File: config.mk
export PLATFORM = sky130hd
export DESIGN_NAME = addsub_multicycle
export DESIGN_NICKNAME = d
export VERILOG_FILES = /design/src/rtl/addsub_multicycle.sv
export SDC_FILE = /design/constraint.sdc
export NUM_CORES = 1
export LEC_CHECK = 0
export CAP_MARGIN = 0
export CORE_MARGIN = 2
export CORE_UTILIZATION = 55
export DETAILED_ROUTE_END_ITERATION = 10
export PLACE_DENSITY = 0.84
export SYNTH_ARGS = -nofsm -noshare
export SYNTH_HDL_FRONTEND = slang
export SYNTH_SLANG_ARGS = --single-unit
File: constraint.sdc
create_clock -name clk -period 3 [get_ports clk]
set_input_delay 0.6 -clock clk [delete_from_list [all_inputs] [get_ports clk]]
set_output_delay 0.6 -clock clk [all_outputs]
set_load 0.1 [all_outputs]
File: src/rtl/addsub_multicycle.sv
// Multi-cycle adder/subtractor: processes WIDTH-bit operands CHUNK bits per clock
// with a start/busy/done handshake and registered carry, overflow and zero flags.
module addsub_multicycle #(
    parameter int unsigned WIDTH = 16,
    parameter int unsigned CHUNK = 4
) (
    input  logic             clk,
    input  logic             rst,
    input  logic             start,
    input  logic [WIDTH-1:0] a,
    input  logic [WIDTH-1:0] b,
    input  logic             m,
    output logic             busy,
    output logic             done,
    output logic [WIDTH-1:0] sum,
    output logic             cout,
    output logic             ovf,
    output logic             zero
);

    localparam int unsigned N     = WIDTH / CHUNK;
    localparam int unsigned IDX_W = (N > 1) ? $clog2(N) : 1;

    localparam logic [0:0] S_IDLE = 1'b0;
    localparam logic [0:0] S_RUN  = 1'b1;

    logic [0:0]       state_q, state_d;
    logic [WIDTH-1:0] a_q, a_d;
    logic [WIDTH-1:0] b_q, b_d;
    logic             carry_q, carry_d;
    logic [IDX_W-1:0] idx_q, idx_d;
    logic [WIDTH-1:0] acc_q, acc_d;
    logic [WIDTH-1:0] sum_q, sum_d;
    logic             cout_q, cout_d;
    logic             ovf_q, ovf_d;
    logic             zero_q, zero_d;
    logic             done_q, done_d;

    logic [CHUNK:0]   slice_sum;
    logic             msb_cin;
    logic [WIDTH-1:0] acc_next;

    // Operands shift right each cycle so the active slice is always the low CHUNK bits;
    // the accumulator fills from the top so it is aligned after the last slice.
    always_comb begin
        slice_sum = {1'b0, a_q[CHUNK-1:0]} + {1'b0, b_q[CHUNK-1:0]}
                  + {{CHUNK{1'b0}}, carry_q};
        msb_cin   = slice_sum[CHUNK-1] ^ a_q[CHUNK-1] ^ b_q[CHUNK-1];
        acc_next  = (acc_q >> CHUNK) | (WIDTH'(slice_sum[CHUNK-1:0]) << (WIDTH - CHUNK));
    end

    // Next-state and datapath control.
    always_comb begin
        state_d = state_q;
        a_d     = a_q;
        b_d     = b_q;
        carry_d = carry_q;
        idx_d   = idx_q;
        acc_d   = acc_q;
        sum_d   = sum_q;
        cout_d  = cout_q;
        ovf_d   = ovf_q;
        zero_d  = zero_q;
        done_d  = 1'b0;

        case (state_q)
            S_IDLE: begin
                if (start) begin
                    a_d     = a;
                    b_d     = b ^ {WIDTH{m}};
                    carry_d = m;
                    idx_d   = '0;
                    state_d = S_RUN;
                end
            end
            S_RUN: begin
                a_d     = a_q >> CHUNK;
                b_d     = b_q >> CHUNK;
                carry_d = slice_sum[CHUNK];
                acc_d   = acc_next;
                idx_d   = idx_q + 1'b1;
                if (idx_q == IDX_W'(N - 1)) begin
                    state_d = S_IDLE;
                    sum_d   = acc_next;
                    cout_d  = slice_sum[CHUNK];
                    ovf_d   = msb_cin ^ slice_sum[CHUNK];
                    zero_d  = (acc_next == '0);
                    done_d  = 1'b1;
                end
            end
            default: state_d = S_IDLE;
        endcase
    end

    always_ff @(posedge clk) begin
        if (rst) begin
            state_q <= S_IDLE;
            a_q     <= '0;
            b_q     <= '0;
            carry_q <= 1'b0;
            idx_q   <= '0;
            acc_q   <= '0;
            sum_q   <= '0;
            cout_q  <= 1'b0;
            ovf_q   <= 1'b0;
            zero_q  <= 1'b0;
            done_q  <= 1'b0;
        end else begin
            state_q <= state_d;
            a_q     <= a_d;
            b_q     <= b_d;
            carry_q <= carry_d;
            idx_q   <= idx_d;
            acc_q   <= acc_d;
            sum_q   <= sum_d;
            cout_q  <= cout_d;
            ovf_q   <= ovf_d;
            zero_q  <= zero_d;
            done_q  <= done_d;
        end
    end

    assign busy = (state_q == S_RUN);
    assign done = done_q;
    assign sum  = sum_q;
    assign cout = cout_q;
    assign ovf  = ovf_q;
    assign zero = zero_q;

endmodule
After elaboration in Yosys (flattened, before gate mapping)

Index checks and enable logic that the tools add are counted.

Bits in registers: 72

Bitwise gates (word level): 6
Equality and inequality tests: 2
Muxes and demuxes: 12
Reductions and logical operators: 3
Add/sub/neg operators: 3

Operator list:

| cell                  | number |
|---|---|
| $pmux W16 S2          | 2 |
| $mux W16              | 2 |
| $logic_not A16 Y1     | 1 |
| $or A12 B16 Y16       | 1 |
| $xor A16 B16 Y16      | 1 |
| $add A4 B4 Y5         | 1 |
| $add A5 B1 Y5         | 1 |
| $mux W1               | 4 |
| $pmux W1 S2           | 2 |
| $pmux W2 S2           | 1 |
| $xor A1 B1 Y1         | 3 |
| $add A2 B1 Y2 const B | 1 |
| $eq A2 B2 Y1 const B  | 1 |
| $mux W2               | 1 |
| $ne A2 B2 Y1 const B  | 1 |
| $reduce_and A2 Y1     | 1 |
| $reduce_or A2 Y1      | 1 |
| $not A1 Y1            | 1 |

Depth between registers and ports, before layout

Gate-level depths: netlist of run 1.

Depth in word-level cells: 5
Depth in mapped cells: 6
Mapped depth without buffers: 6

Least setup slack after synthesis of run 1

No wires, ideal clock.

Kind: register to register
Start point: reg a_q[0]
End point: reg zero_q (netlist: zero)
Slack: 0.924 ns
Clock period less this slack: 2.076 ns
Arrival time: 2.007 ns
Required time: 2.931 ns
Setup time: 0.069 ns
Stages on the path, launching flop included: 7
Path through: dfxtp_1 fa_1 fa_1 or4_4 nor3_2 nand4_1 o21ai_1

Longest elaborated chain between the ends: 4

Ends and longest elaborated chain:

| item                     | RTL line | source |
|---|---|---|
| start: declaration       | 28       | `logic [WIDTH-1:0] a_q, a_d;` |
| start signal: assignment | 98       | `a_q <= '0;` |
| start signal: assignment | 110      | `a_q <= a_d;` |
| $add A4 B4 Y5            | 46       | `slice_sum = {1'b0, a_q[CHUNK-1:0]} + {1'b0, b_q[CHUNK-1:0]}` |
| $add A5 B1 Y5            | 47       | `+ {{CHUNK{1'b0}}, carry_q};` |
| $or A12 B16 Y16          | 49       | `acc_next = (acc_q >> CHUNK) \| (WIDTH'(slice_sum[CHUNK-1:0]) << (WIDTH - CHUNK));` |
| named net acc_next[13]   | 41       | `logic [WIDTH-1:0] acc_next;` |
| $logic_not A16 Y1        | 87       | `zero_d = (acc_next == '0);` |
| end signal: assignment   | 118      | `zero_q <= zero_d;` |
| end: declaration         | 36       | `logic zero_q, zero_d;` |

The timed path passes the listed nets, and every way through them passes these cells.
A chain may end at the register's enable or synchronous reset.

Worst setup path after layout of run 1

Same ends and word-level chain as after synthesis.

==> results of run 1 <==
[sequential cells by signal, indices dropped and copies added (netlist names)]
name and flops:
sum 16, carry_q 1, cout 1, done 1, zero 1, b_q 16, idx_q 2, a_q 16
acc_q 12, ovf 1, busy 1
[cells in the final DEF (no fill, tap or decap), types with 3 or more instances in the layout]
cell type,netlist,layout
a211oi_1,19,19
a21oi_1,29,29
a22o_1,14,14
buf_4,3,26
clkbuf_8,0,10
clkdlybuf4s50_1,0,34
dfxtp_1,68,67
ha_1,4,4
inv_1,3,3
mux2i_1,26,26
nand2_1,6,6
nand3_1,4,4
nor2_1,71,71
xnor2_1,17,17
[routing by layer]
layer	share of wire, %	up-vias	global-route usage (%)
li1	-	1180	-
met1	45	1040	26.2
met2	47	66	31.5
met3	5.1	14	5.65
met4	2.4	0	11.6
met5	0	-	0
[logic make-up (layout without fill, tap and decap cells)]
family | count (synthesis) | count (layout) | share of synthesized area [%]
AND/OR/NAND/NOR | 94 | 94 | 13.8
buffers and inverters | 28 | 78 | 4.91
XOR/XNOR | 18 | 18 | 5.43
flip-flops | 68 | 68 | 46.9
AO/OA/AOI/OAI | 73 | 73 | 16.9
multiplexers | 26 | 26 | 8.96
adder cells (fa/ha/maj) | 6 | 6 | 3.10
[power by group through the flow]
stage	combinational, W	sequential, W	clock [W]
floorplan	0.000192	0.000990	0
global placement	0.000263	0.000994	0
detailed placement	0.000269	0.000996	0
CTS	0.000271	0.000976	0.000717
global route	0.000298	0.000981	0.000760
finish	0.000269	0.000976	0.000704
[metrics by stage]
| stage | cells | setup slack, ns | hold slack (ns) |
|---|---|---|---|
| floorplan | 313 | 0.924 | 0.458 |
| finish | 433 | 0.749 | 0.460 |
| global placement | 420 | 0.772 | 0.438 |
| detailed placement | 420 | 0.694 | 0.455 |
| global route | 433 | 0.648 | 0.493 |
| CTS | 433 | 0.728 | 0.466 |
[tightest hold or removal path, stage by stage (launching register included)]
cell     delay (ns)
dfxtp_1        0.31
nand2_1        0.05
a21oi_1        0.05
[layout make-up]
class	count	area, sq um	share of cell area, %
sequential	68	1360	38.0
inverter	4	15.0	0.419
clock buffer	11	141	3.94
multi-input combinational	217	1400	39.1
timing repair buffer	61	541	15.1
tap	70	87.6	2.44
clock inverter	2	37.5	1.05
[how the worst max path moves through the flow]
stage          cells past startpoint  slack (ns)              endpoint                 from
2_1_floorplan                      6        0.92     zero$_SDFFE_PP0P_  a_q[0]$_SDFFE_PP0P_
3_3_place_gp                       3        0.77  sum[15]$_SDFFE_PP0P_                  rst
3_5_place_dp                       3        0.69  sum[15]$_SDFFE_PP0P_                  rst
4_1_cts                            6        0.73     zero$_SDFFE_PP0P_  a_q[0]$_SDFFE_PP0P_
5_1_grt                            6        0.65     zero$_SDFFE_PP0P_  a_q[0]$_SDFFE_PP0P_
6_report                           6        0.75     zero$_SDFFE_PP0P_  a_q[0]$_SDFFE_PP0P_
==> summary.txt, run 1 <==
Run status
  • Status: completed

Floorplanning
  • Initial core utilization: 56.9%
  • Die boundary width: 76.7 um
  • Core Box Area: roughly 5100 sq um
  • Row cnt: 26
  • Die Y: between 70 and 80 um
  • Die ar.: a little under 6000 sq um
  • I/O pin cnt: 57

STA
  • Fmax: 444 MHz
  • Fin Setup TNS: 0 ns
  • Final Skew: roughly 0.0057 ns
  • Fin crit share: 75.0%
  • Final setup fails: 0
  • RSZ-0062 raised after global routing: false
  • Hold Vio Cnt, Final: 0
  • Max-slew headroom: a little under half
  • Tmin final: around 2.3 ns
  • Final Max Tran Viols: 0
  • Slew of the pin with the lowest slew margin: ~0.80 ns

Routing
  • Vias: 2300
  • DR pass1 iterations: 4
  • DR WL/cell: ~13 um
  • Post-route ant nets: 0
  • Via-to-Cell Ratio: around 5.3
  • Post-route DRC violation count: 0
  • Final wirelength: about 5600 um
  • Initial DRC count: between 80 and 90

Setup path
  • Crit. End Element: flop
  • Crit-path max cell delay: roughly 0.52 ns
  • Worst reg-to-reg path cell count: 6
  • Crit path kind: reg2reg
  • Worst Path Required: ~3.3 ns
  • R2R Path Start: a_q[0]$_SDFFE_PP0P_
  • RR Endpoint: zero$_SDFFE_PP0P_
  • Worst path top cell family by delay: adder cells
  • Cell mode on critical path: fa_1
  • CP Launch Type: flop
  • Cell Chain, Critical Path: fa_1 -> fa_1 -> or4_4 -> nor3_2 -> nand4_1 -> o21ai_1
  • Flop2flop setup slack: 0.75 ns
  • CP max FO: 3
  • Buf/Inv on CP: 0
  • Max stage delay cell, worst path: fa_1
  • Critical path arrival: 2.53 ns

CTS
  • # hold bufs at CTS: 0
  • TritonCTS Buffers: 9
  • CTS tree: yes
  • Clock-pin transition on the worst setup and hold timing paths: 0.07 ns
  • CTS root buf: clkbuf_8
  • Post-CTS sizing: 0
  • Clock sinks: 68
  • Setup Buffers After CTS: 0
  • CTS H-Tree Depth: 3
  • Clk buf depth: 2
  • Worst skew pair latency: between 0.3 and 0.4 ns

Power and ir drop
  • Seq pwr share: 50.1%
  • Overall power consumption: 0.00195 W
  • Power per cell area: between 500 and 600 nW/um^2
  • P_leak: between 1 and 1.5 nW
  • P_int: 0.00147 W
  • Sw Pwr: roughly 0.00048 W
  • Sw Ratio: about a quarter
  • Peak VDD IR: about 0.31 mV
  • Power share of the clock group: a little over a third
  • Comb pwr share: 13.8%

Place
  • Cell area after placement: roughly 3400 sq um
  • Final GP Congestion: 0.792
  • Hpwl dp: roughly 4000 um
  • IO buf count: 56

Yosys
  • Post-Syn Area: ~2900 sq um
  • Ranking of synthesized cells by area: dfxtp_1 47%, nor2_1 9.2%, mux2i_1 9.0%
  • Area share of the largest cell type after synthesis: between 40% and 50%
  • Mapped Cells: between 300 and 400
  • Yosys warnings: 0
  • Post-synth EDFFs: 0
  • Ys async rst share: 0%
  • FF+latch count, synth: 68
  • Unique cell type count in the Yosys netlist: 39
  • Post-synth top cells: 71 x nor2_1, 68 x dfxtp_1, 29 x a21oi_1
  • Largest area contributor in the netlist: dfxtp_1
  • Post-synthesis sequential area ratio: between 40% and 50%
  • Synth Flop Type: dfxtp_1
  • Syn avg cell area: between 9 and 10 sq um
  • Count leader, synth: nor2_1
  • Synth Net Count: ~360

Cells and area
  • Antenna cell count: 0
  • Post-layout util: approximately 70%
  • Share of post-route cells with drive strength above 1: ~13%
  • Fill cell count: 400
  • Area Overhead vs Synth: 23.4%
  • Final layout net count: approximately 400
  • Design area: 3590 sq um

Global routing
  • Tot GR Track Use: between 20% and 30%
  • GRT overflow: 0
  • Vias in the first global route: ~2000
  • First-pass GRT wire length: roughly 9600 um
  • Initial antenna violation count: 0
  • Pin count of the biggest net entering global routing: 62

Flow run
  • Max-cap violations: 0

Hold path
  • Hold path start: sum[7]$_SDFFE_PP0P_
  • Hold Path Cell Cnt: 2
  • Worst min path class: reg2reg
  • Hold EP: sum[7]$_SDFFE_PP0P_
No activity file was read; power rests on OpenSTA's default activity.
==> run 2: changes to the inputs <==
Settings changed: CORE_UTILIZATION 55 to 51, PLACE_DENSITY 0.84 to 0.79.
Clock period 3 ns to 2.25 ns, I/O delays scaled along.
==> run 2 against run 1 <==
Against the previous run:
- clock power increased by 63%
- largest power group unchanged
- highest routed layer unchanged
- worst hold slack improved by 0.0059 ns
- clock skew increased by 0.0016 ns
- maximum frequency increased by 3.4%
- largest cell class unchanged
- power increased by 46%
- critical path type unchanged
- wire length increased by 4.0%
==> summary.txt, run 2 (synthesized netlist as in run 1, its figures left out) <==
Place
  • Placed insts: 424 (+0.95%)
  • IO buf count: 56 (unchanged)
  • Worst slack, placed: 0.0893 ns (-0.605 ns)
  • Cell area after placement: 3450 sq um (+1.2%)
  • Hpwl dp: 4050 um (+2.6%)
  • Final GP Congestion: 0.849 (+7.2%)

Setup path
  • Crit. End Element: flop
  • Critical path arrival: 2.45 ns (-0.08 ns)
  • Flop2flop setup slack: 0.07 ns (-0.68 ns)
  • Crit path kind: reg2reg
  • RR Endpoint: zero$_SDFFE_PP0P_
  • Worst Path Required: 2.52 ns (-0.75 ns)
  • Crit path to: zero$_SDFFE_PP0P_
  • R2R Path Start: a_q[0]$_SDFFE_PP0P_
  • Critical Path Source: a_q[0]$_SDFFE_PP0P_
  • CP Launch Type: flop
  • Worst reg-to-reg path cell count: 6 (unchanged)
  • CP max FO: 3 (unchanged)

Global routing
  • Tot GR Track Use: 20.0% (-0.59 points)
  • Global routing usage on met1: 24.0% (-2.2 points)
  • Met3 Use GR: 4.98% (-0.67 points)
  • Vias in the first global route: 2103 (+2.8%)
  • Routing usage on met2: 33.5% (+2.0 points)
  • Pin count of the biggest net entering global routing: 54 (-13%)
  • Initial antenna violation count: 0 (unchanged)
  • Busiest grt layer: met2
  • GRT overflow: 0 (unchanged)
  • First-pass GRT wire length: 9770 um (+2.0%)

Routing
  • DR WL/cell: 13.2 um (+2.1%)
  • Vias: 2331 (+1.3%)
  • Initial DRC count: 68 (-16%)
  • DR pass1 iterations: 4 (unchanged)
  • Via-to-Cell Ratio: 5.29 (-0.49%)
  • Final wirelength: 5840 um (+4.0%)
  • Post-route ant nets: 0 (unchanged)
  • Post-route DRC violation count: 0 (unchanged)

CTS
  • CTS H-Tree Depth: 3 (unchanged)
  • CTS root buf: clkbuf_8
  • Worst skew pair latency: 0.34 ns (about the same)
  • CTS tree: yes
  • # hold bufs at CTS: 0 (unchanged)
  • Clock sinks: 68 (unchanged)
  • Clock-pin transition on the worst setup and hold timing paths: 0.06 ns (about the same)
  • TritonCTS Buffers: 9 (unchanged)
  • Clk buf depth: 2 (unchanged)

Power and ir drop
  • Power per cell area: 766 nW/um^2 (+41%)
  • Peak VDD IR: 0.519 mV (+66%)
  • Overall power consumption: 0.00284 W (+46%)
  • P_leak: 1.52 nW (+3.3%)

Floorplanning
  • Initial core utilization: 52.8% (-4.1 points)
  • Die Y: 79.5 um (+3.6%)
  • Die ar.: 6320 sq um (+7.4%)
  • I/O pin cnt: 57 (unchanged)
  • Row cnt: 27 (+3.8%)
  • Core Box Area: 5510 sq um (+7.8%)
  • Die boundary width: 79.5 um (+3.6%)

Cells and area
  • Design area: 3700 sq um (+3.3%)
  • Commonest non-fill, non-tap cell in the layout: nor2_1
  • Area Overhead vs Synth: 27.5%
  • Antenna cell count: 0 (unchanged)
  • Final layout net count: 406 (+0.74%)
  • Share of post-route cells with drive strength above 1: 14.6% (+2.0 points)
  • Non-filler cells, final: 441 (+1.8%)
  • Commonest cells after routing, fill and taps aside: 71 x nor2_1, 66 x dfxtp_1, 34 x clkdlybuf4s50_1

STA
  • Final Skew: 0.00735 ns (+0.00160 ns)
  • Fin crit share: 96.7% (+22 points)
  • Slew of the pin with the lowest slew margin: 0.501 ns (-0.297 ns)
  • Final Max Tran Viols: 0 (unchanged)
  • Tmin final: 2.18 ns (-0.0746 ns)
  • Fmax: 460 MHz (+3.4%)
  • PnR worst setup slack: 0.0737 ns (-0.675 ns)
  • Hold Vio Cnt, Final: 0 (unchanged)
  • Max-slew headroom: 66.6% (+20 points)
  • Min Hold Slack: 0.466 ns (+0.00588 ns)
  • Final setup fails: 0 (unchanged)
  • RSZ-0062 raised after global routing: true

Flow run
  • Max-cap violations: 0 (unchanged)

Run status
  • Status: completed

Hold path
  • Worst min path class: reg2reg
==> run 2: cell types whose count changed in the layout (fill, tap and decap cells not counted) <==
| cell | before | now |
|---|---|---|
| buf_12 | 0 | 2 |
| clkbuf_8 | 10 | 12 |
| buf_4 | 26 | 27 |
| bufinv_16 | 1 | 2 |
| dfxtp_1 | 67 | 66 |
| dfxtp_2 | 1 | 2 |
| fa_1 | 2 | 1 |
| fa_2 | 0 | 1 |
| nor3_2 | 1 | 0 |
| nor3_4 | 0 | 1 |
==> run 2: how the worst min path moves through the flow <==
stage	start	to	slack, ns	cells after the start
floorplan	a_q[4]$_SDFFE_PP0P_	a_q[0]$_SDFFE_PP0P_	0.46	2
global placement	sum[14]$_SDFFE_PP0P_	sum[14]$_SDFFE_PP0P_	0.44	2
detailed placement	zero$_SDFFE_PP0P_	zero$_SDFFE_PP0P_	0.45	2
CTS	sum[7]$_SDFFE_PP0P_	sum[7]$_SDFFE_PP0P_	0.46	2
global route	sum[6]$_SDFFE_PP0P_	sum[6]$_SDFFE_PP0P_	0.49	1
finish	sum[7]$_SDFFE_PP0P_	sum[7]$_SDFFE_PP0P_	0.47	2
==> run 2: routing by layer <==
metal  routed length [um]  vias to the layer above
met2                 2850                       53
met1                 2590                     1074
met4                  134                        0
met3                  267                       10
met5                    0                        -
li1                     -                     1194
==> run 2: cell type report <==
class                      count  area (sq um)
clock buffer                  13           169
tap                           72          90.1
fill                         469          1800
sequential                    68          1360
clock inverter                 3          67.6
multi-input combinational    217          1410
timing repair buffer          64           588
inverter                       4          15.0
==> run 2: through the flow <==
| step | utilization [%] | TNS [ns] |
|---|---|---|
| after floorplan | - | 0 |
| after global placement | 62.6 | 0 |
| after detailed placement | 62.6 | 0 |
| after CTS | 66.9 | 0 |
| after global routing | 67.3 | -0.0176 |
| final | 67.3 | 0 |
==> run 2: power by group <==
group / switching, W / leakage [nW] / total (W) / internal, W
Combinational: 0.000184 / 0.853 / 0.000379 / 0.000195
Sequential: 0.0000478 / 0.555 / 0.00130 / 0.00126
Clock: 0.000438 / 0.116 / 0.00115 / 0.000715
==> run 2: timing repair <==
item,4_1_cts,5_1_grt
buffers inserted,0,1
gates resized for setup,0,3
setup endpoints to repair,0,1
==> run 2: critical path, cell delays in order, from the launching register on <==
cell     delay (ns)
dfxtp_2        0.33
fa_2           0.41
fa_1           0.51
or4_4          0.51
nor3_4         0.12
nand4_1        0.11
o21ai_1        0.14
